`config.mk`:
```
export PLATFORM = sky130hd
export DESIGN_NAME = convolution_3x3
export DESIGN_NICKNAME = d
export VERILOG_FILES = /design/src/rtl/conv_pkg.sv /design/src/rtl/convolution_3x3_channel_mac.sv /design/src/rtl/convolution_3x3.sv
export SDC_FILE = /design/constraint.sdc
export NUM_CORES = 2
export LEC_CHECK = 0
export CAP_MARGIN = 20
export CORE_ASPECT_RATIO = 1.5
export CORE_MARGIN = 4
export CORE_UTILIZATION = 40
export CTS_BUF_LIST = sky130_fd_sc_hd__clkbuf_2 sky130_fd_sc_hd__clkbuf_4 sky130_fd_sc_hd__clkbuf_8
export DETAILED_ROUTE_END_ITERATION = 16
export PLACE_DENSITY_LB_ADDON = 0.12
export SLEW_MARGIN = 20
export SYNTH_ARGS = -nofsm -noshare
export SYNTH_HDL_FRONTEND = slang
export SYNTH_SLANG_ARGS = --single-unit
```
`constraint.sdc`:
```
create_clock -name clk_in -period 6.3 [get_ports clk_in]
set_input_delay 1.26 -clock clk_in [delete_from_list [all_inputs] [get_ports clk_in]]
set_output_delay 1.26 -clock clk_in [all_outputs]
set_load 0.005 [all_outputs]
```
`src/rtl/conv_pkg.sv`:
```
// Shared constants, coefficient tables and the clamp helper used by the
// 3x3 RGB565 convolution stage.
package conv_pkg;

  localparam int R_W   = 5;
  localparam int G_W   = 6;
  localparam int B_W   = 5;
  localparam int R_LSB = 11;
  localparam int G_LSB = 5;
  localparam int B_LSB = 0;

  // Wide enough for 9 products of a 6-bit pixel and an 8-bit coefficient.
  localparam int ACC_W = 18;

  typedef logic signed [7:0] coef_t;
  typedef coef_t kernel_t [3][3];

  localparam coef_t C0  = 8'sd0;
  localparam coef_t C1  = 8'sd1;
  localparam coef_t C2  = 8'sd2;
  localparam coef_t C4  = 8'sd4;
  localparam coef_t C5  = 8'sd5;
  localparam coef_t C8  = 8'sd8;
  localparam coef_t CM1 = -8'sd1;

  // Indexed [kernel][row top->bottom][column oldest->newest].
  localparam kernel_t KERNELS [4] = '{
    '{'{C0,  C0,  C0 }, '{C0,  C1, C0 }, '{C0,  C0,  C0 }},
    '{'{C1,  C2,  C1 }, '{C2,  C4, C2 }, '{C1,  C2,  C1 }},
    '{'{C0,  CM1, C0 }, '{CM1, C5, CM1}, '{C0,  CM1, C0 }},
    '{'{CM1, CM1, CM1}, '{CM1, C8, CM1}, '{CM1, CM1, CM1}}
  };

  localparam logic [2:0] SHIFTS [4] = '{3'd0, 3'd4, 3'd0, 3'd0};

  function automatic logic [5:0] clamp(input logic signed [ACC_W-1:0] v,
                                       input logic [5:0]              max_v);
    logic signed [ACC_W-1:0] max_ext;
    max_ext = {{(ACC_W-6){1'b0}}, max_v};
    if (v[ACC_W-1])
      return '0;
    else if (v > max_ext)
      return max_v;
    else
      return v[5:0];
  endfunction

endpackage

```
`src/rtl/convolution_3x3_channel_mac.sv`:
```
// One colour channel of the 3x3 convolution: registered products (S2),
// then sum, arithmetic shift and clamp into the output register (S3).
module channel_mac
  import conv_pkg::*;
#(
  parameter int CH_W = 5
) (
  input  logic                       clk_in,
  input  logic                       rst_n_in,
  input  logic [2:0][2:0][CH_W-1:0]  win,         // [column][row]
  input  logic [1:0]                 kernel_sel,
  output logic [CH_W-1:0]            result
);

  localparam logic [5:0] CH_MAX = 6'((1 << CH_W) - 1);

  logic signed [ACC_W-1:0] prod_d [3][3];
  logic signed [ACC_W-1:0] prod_q [3][3];
  logic [2:0]              shift_q;
  logic signed [ACC_W-1:0] acc;
  logic signed [ACC_W-1:0] shifted;

  always_comb begin
    for (int c = 0; c < 3; c++)
      for (int r = 0; r < 3; r++)
        prod_d[c][r] = signed'(ACC_W'(win[c][r])) * ACC_W'(KERNELS[kernel_sel][r][c]);
  end

  always_ff @(posedge clk_in or negedge rst_n_in) begin
    if (!rst_n_in) begin
      for (int c = 0; c < 3; c++)
        for (int r = 0; r < 3; r++)
          prod_q[c][r] <= '0;
      shift_q <= '0;
    end else begin
      prod_q  <= prod_d;
      shift_q <= SHIFTS[kernel_sel];
    end
  end

  // NOTE: give every always_comb output a value before any loop or branch so
  // no path can leave it unassigned and infer a latch.
  always_comb begin
    acc = '0;
    for (int c = 0; c < 3; c++)
      for (int r = 0; r < 3; r++)
        acc = acc + prod_q[c][r];
    shifted = acc >>> shift_q;
  end

  always_ff @(posedge clk_in or negedge rst_n_in) begin
    if (!rst_n_in)
      result <= '0;
    else
      result <= CH_W'(clamp(shifted, CH_MAX));
  end

endmodule

```
`src/rtl/convolution_3x3.sv`:
```
// 3x3 RGB565 convolution stage fed one 3-pixel column per beat from the
// row line buffer; three-cycle pipeline with per-stage valids.
module convolution_3x3
  import conv_pkg::*;
#(
  parameter int HRES        = 1280,
  parameter int VRES        = 720,
  parameter int DATA_WIDTH  = 16,
  parameter int KERNEL_SIZE = 3
) (
  input  logic                                    clk_in,
  input  logic                                    rst_n_in,
  input  logic [KERNEL_SIZE-1:0][DATA_WIDTH-1:0]  data_in,
  input  logic [$clog2(HRES)-1:0]                 hcount_in,
  input  logic [$clog2(VRES)-1:0]                 vcount_in,
  input  logic                                    data_valid_in,
  input  logic [1:0]                              kernel_sel_in,
  output logic [DATA_WIDTH-1:0]                   pixel_out,
  output logic [$clog2(HRES)-1:0]                 hcount_out,
  output logic [$clog2(VRES)-1:0]                 vcount_out,
  output logic                                    data_valid_out
);

  localparam int HW = $clog2(HRES);
  localparam int VW = $clog2(VRES);

  if (KERNEL_SIZE != 3) begin : g_bad_kernel_size
    $error("convolution_3x3 supports KERNEL_SIZE == 3 only");
  end
  if (DATA_WIDTH != 16) begin : g_bad_data_width
    $error("convolution_3x3 expects RGB565, DATA_WIDTH == 16");
  end

  // Window columns: [0] oldest (left), [2] newest (right).
  logic [2:0][KERNEL_SIZE-1:0][DATA_WIDTH-1:0] win_q;
  logic [1:0]    active_kernel;
  logic          s1_valid, s2_valid;
  logic [1:0]    s1_kernel;
  logic [HW-1:0] s1_hcount, s2_hcount;
  logic [VW-1:0] s1_vcount, s2_vcount;

  // NOTE: all state uses non-blocking assignment so every register samples
  // the pre-edge value of its neighbours, giving a true shift register.
  always_ff @(posedge clk_in or negedge rst_n_in) begin
    if (!rst_n_in) begin
      win_q         <= '0;
      active_kernel <= '0;
      s1_kernel     <= '0;
      s1_valid      <= 1'b0;
      s1_hcount     <= '0;
      s1_vcount     <= '0;
    end else begin
      s1_valid <= data_valid_in && (hcount_in != '0);
      if (data_valid_in) begin
        if (hcount_in == '0) begin
          // Row start replicates the left edge and latches the new kernel.
          win_q         <= {3{data_in}};
          active_kernel <= kernel_sel_in;
          s1_kernel     <= kernel_sel_in;
        end else begin
          win_q[0]  <= win_q[1];
          win_q[1]  <= win_q[2];
          win_q[2]  <= data_in;
          s1_kernel <= active_kernel;
        end
        s1_hcount <= hcount_in - HW'(1);
        s1_vcount <= vcount_in;
      end
    end
  end

  logic [2:0][2:0][R_W-1:0] r_win;
  logic [2:0][2:0][G_W-1:0] g_win;
  logic [2:0][2:0][B_W-1:0] b_win;

  always_comb begin
    for (int c = 0; c < 3; c++)
      for (int r = 0; r < 3; r++) begin
        r_win[c][r] = win_q[c][r][R_LSB +: R_W];
        g_win[c][r] = win_q[c][r][G_LSB +: G_W];
        b_win[c][r] = win_q[c][r][B_LSB +: B_W];
      end
  end

  logic [R_W-1:0] r_res;
  logic [G_W-1:0] g_res;
  logic [B_W-1:0] b_res;

  channel_mac #(.CH_W(R_W)) u_mac_r (
    .clk_in(clk_in), .rst_n_in(rst_n_in), .win(r_win), .kernel_sel(s1_kernel), .result(r_res)
  );
  channel_mac #(.CH_W(G_W)) u_mac_g (
    .clk_in(clk_in), .rst_n_in(rst_n_in), .win(g_win), .kernel_sel(s1_kernel), .result(g_res)
  );
  channel_mac #(.CH_W(B_W)) u_mac_b (
    .clk_in(clk_in), .rst_n_in(rst_n_in), .win(b_win), .kernel_sel(s1_kernel), .result(b_res)
  );

  // Coordinates and valid ride alongside the MAC pipeline (S2, S3).
  always_ff @(posedge clk_in or negedge rst_n_in) begin
    if (!rst_n_in) begin
      s2_valid       <= 1'b0;
      s2_hcount      <= '0;
      s2_vcount      <= '0;
      data_valid_out <= 1'b0;
      hcount_out     <= '0;
      vcount_out     <= '0;
    end else begin
      s2_valid       <= s1_valid;
      s2_hcount      <= s1_hcount;
      s2_vcount      <= s1_vcount;
      data_valid_out <= s2_valid;
      hcount_out     <= s2_hcount;
      vcount_out     <= s2_vcount;
    end
  end

  assign pixel_out = {r_res, g_res, b_res};

endmodule

```
==> reports/qor.csv <==
stage,metric,value,unit
pwr,VDD IR max,178,uV
pwr,Leak Pwr,29.6,nW
worst_setup_path,crit path max fanout,5,
drt,TritonRoute pass-1 iters,5,
global_routing,"Remaining Overflow, GRT",0,
logic_synthesis,register area share after synthesis,31.6,%
pwr,NetSw,0.00267,W
global_routing,vias in the first global route,33100,
global_routing,first-pass GRT wire length,189000,um
logic_synthesis,Cells after Synth,4381,
sta,Final Skew,33.9,ps
pwr,Power Dens Cells,182,nW/um^2
cts,Clock Latency Late Sink,800,ps
logic_synthesis,xor-xnor portion of the synthesized cell area,3.22,%
floorplan,I/O pin total,112,
flow_run,MaxCap Viol Count,0,
drt,Vias,29700,
sta,max_slew headroom,30.0,%
placed_design,post-DP HPWL,97900,um
placed_design,GPL Wtd Cong,0.832,
sta,final critical-path share of the clock period,82.7,%
logic_synthesis,yosys warns,0,
floorplan,Die ar.,125000,um^2
pwr,clock power share,42.5,%
cts,H-tree levels,3,
floorplan,starting density of the core,40.2,%
sta,Hold Fails Final Rpt,0,
cts,CTS max path bufs,3,
floorplan,die height,432,um
worst_hold_path,min-delay worst type,flop to flop,
final_layout,Non-Filler Instances,6188,
sta,fmax,0.192,GHz
worst_setup_path,CP top delay family,adder cells,
cts,Clock Sink Count,604,
sta,Final setup viols,0,
status,status,"finished, final reports clean",
drt,Starting DRT DRC Count,1313,
logic_synthesis,post-synthesis cell area,47800,um^2
logic_synthesis,Yosys reg bits,604,
final_layout,Layout area overhead,11.3,%
drt,DRC,0,
logic_synthesis,post-synthesis mux area share,1.57,%
worst_setup_path,CP arrival,5830,ps
worst_setup_path,CP endpoint kind,flop,
global_routing,antenna violations before repair,14,
logic_synthesis,"Primary FF master, synth",dfrtp_1,
worst_setup_path,CP bufs+invs,2,
logic_synthesis,Syn Area/Cell,10.9,um^2
cts,# Post-CTS Setup Buffers,0,
final_layout,# fillers,11200,
worst_setup_path,slowest CP cell,fa_1,
drt,drt via density,4.80,
floorplan,Core Area,119000,um^2
pwr,Seq pwr share,44.5,%
cts,"CTS clk-pin slew, worst paths",70,ps
logic_synthesis,main combinational cell family by area after synthesis,adder cells,
floorplan,num rows,155,
drt,DR WL/cell,19.3,um
logic_synthesis,Mapped Nets,5594,
sta,Total Neg Setup Slack,0,ps
final_layout,FF/Latch Area,15100,um^2
cts,cts bufs inserted,102,
worst_setup_path,critical path type,flop to flop,
logic_synthesis,Simple-Gate Fraction of Synth Area,8.93,%
sta,RSZ-0062 raised after global routing,false,
cts,Clock Tree Root,clkbuf_8,
worst_setup_path,Max stage delay on crit path,520,ps
worst_setup_path,WP data required,6920,ps
logic_synthesis,post-synth cell types,68,
logic_synthesis,"EDFF count, synth",0,
final_layout,Multi-input gate area,29300,um^2
drt,final WL,120000,um
logic_synthesis,ys async rst share,100,%
cts,cts hold-fix bufs,0,
logic_synthesis,adder-cell share of the synthesized area,39.0,%
floorplan,overall die width,290,um
sta,worst setup margin,1090,ps
drt,post-route ant nets,0,
global_routing,Total GRT Usage,19.8,%
pwr,Comb pwr share,13.0,%
sta,actual slew at the worst max-slew pin,1050,ps
cts,PostCTS Resize Cnt,0,
cts,CTS tree,yes,
placed_design,PortBufs,111,
placed_design,placed insts,5994,
worst_setup_path,CP dominant cell by count,fa_1,
global_routing,largest net degree at the start of global routing,148,
sta,Slew Limit Fails,0,
pwr,final total power,0.00967,W
sta,Period minus WS final,5210,ps
worst_setup_path,crit path launch type,flop,
pwr,Int Power,0.00701,W
worst_setup_path,worst-path cell chain,inv_1 > fa_1 > inv_1 > fa_1 > fa_1 > fa_1 > ha_1 > fa_1 > a211oi_2 > o21ai_1 > and2_1 > a2111o_1 > a2111o_1 > nor4_2 > a31oi_1,
placed_design,pre-CTS setup slack,1110,ps
logic_synthesis,Synth Area in Compound Gates,8.39,%
final_layout,Final nets,5741,
pwr,Net Sw Frac,27.6,%
final_layout,layout cell share with drive strength beyond 1,6.38,%
==> cells in the final DEF (no fill, tap or decap), types with 74 or more instances in the layout <==
| cell type | Yosys | final |
|---|---|---|
| inv_1 | 836 | 836 |
| dfrtp_1 | 604 | 602 |
| fa_1 | 587 | 587 |
| ha_1 | 552 | 550 |
| nand2_1 | 250 | 250 |
| and2_1 | 166 | 166 |
| nor2_1 | 159 | 158 |
| a21oi_1 | 144 | 144 |
| clkbuf_8 | 0 | 131 |
| nor2b_1 | 123 | 123 |
| a31oi_1 | 122 | 122 |
| clkdlybuf4s50_1 | 0 | 109 |
| xnor2_1 | 103 | 103 |
| o21ai_0 | 89 | 89 |
| a21o_1 | 85 | 85 |
| nand2b_1 | 74 | 74 |
==> kinds of logic (layout without fill, tap and decap cells) <==
kind of cell             count (synthesis)  count (layout)
flip-flops                             604             604
other                                    0               8
XOR/XNOR                               176             176
AO/OA/AOI/OAI                          620             620
AND/OR/NAND/NOR                        848             848
multiplexers                            67              67
adder cells (fa/ha/maj)               1139            1139
buffers and inverters                  927            1156
==> sequential cells by signal (all words and copies together) (netlist names), 11 cells and up <==
name / count
b_win: 45
g_win: 54
hcount_out: 11
r_win: 45
s1_hcount: 11
s2_hcount: 11
u_mac_b.prod_q: 122
u_mac_g.prod_q: 131
u_mac_r.prod_q: 122
==> worst register-to-register path: stages (launching register included) <==
cell      delay (ps)
dfrtp_1          320
inv_1             50
fa_1             520
inv_1             50
fa_1             500
fa_1             520
fa_1             500
ha_1             250
fa_1             450
a211oi_2         320
o21ai_1          130
and2_1           200
a2111o_1         370
a2111o_1         380
nor4_2           330
a31oi_1          160
==> power groups by stage <==
stage	clock network, W	registers [W]	logic (W)
6_report	0.00411	0.00430	0.00126
5_1_grt	0.00443	0.00433	0.00144
4_1_cts	0.00427	0.00431	0.00129
3_5_place_dp	0	0.00438	0.00128
3_3_place_gp	0	0.00438	0.00127
2_1_floorplan	0	0.00429	0.000776
==> cell usage after synthesis (5+ instances only) <==
cell type,count,area [um^2]
nor3_1,16,80.1
a2111oi_0,7,61.3
nand3_1,20,100
dfrtp_1,604,15100
a211oi_1,11,82.6
o21bai_1,41,308
fa_1,587,11800
ha_1,552,6910
a2111o_1,6,67.6
o211ai_1,5,37.5
o31ai_1,44,330
inv_1,836,3140
nand2_1,250,938
nor2_1,159,597
o21a_1,23,173
mux2_2,63,709
nor4_1,5,31.3
and2_1,166,1040
xor2_1,73,639
xnor2_1,103,902
a21oi_1,144,721
nand2b_1,74,463
clkbuf_1,87,327
o31a_1,5,43.8
nor2b_1,123,769
o21ai_0,89,445
a21o_1,85,638
or3_1,14,87.6
a31oi_1,122,763
==> cell type report <==
type,count,share of cell area (%)
clock inverters,36,0.844
repair buffers,134,2.52
diodes,8,0.0376
flip-flops and latches,604,28.4
clock buffers,150,3.65
inverters,836,5.89
multi-input cells,2850,55.0
well taps,1570,3.69
==> through the flow <==
| step | utilization, % | hold slack (ps) | instance area [um^2] |
|---|---|---|---|
| floorplan | - | 331 | 47800 |
| global placement | 42.8 | 331 | 50800 |
| detailed placement | 42.8 | 335 | 50800 |
| CTS | 44.8 | 349 | 53200 |
| global route | 44.8 | 353 | 53200 |
| finish | 44.8 | 347 | 53200 |
==> routing by layer <==
metal	vias up	GRT usage [%]	wire, um
met5	-	0	44
met4	6	8.58	5310
met3	200	2.60	3630
met2	388	36.9	63600
met1	14800	22.8	47100
li1	14300	-	-
==> worst paths after layout <==
path / start / slack (ps) / to / cells past startpoint
setup / recovery: u_mac_g.prod_q[2] / 1090 / u_mac_g.result[0] / 15
hold / removal: s2_hcount[5] / 350 / hcount_out[5] / 0
setup reg to reg: u_mac_g.prod_q[2] / 1090 / u_mac_g.result[0] / 15
hold reg to reg: s2_hcount[5] / 350 / hcount_out[5] / 0
max in group asynchronous: rst_n_in / 4440 / g_win[44] / 2
min in group asynchronous: rst_n_in / 400 / s1_vcount[5] / 1
Note: power is estimated with default switching activity, not from simulation.
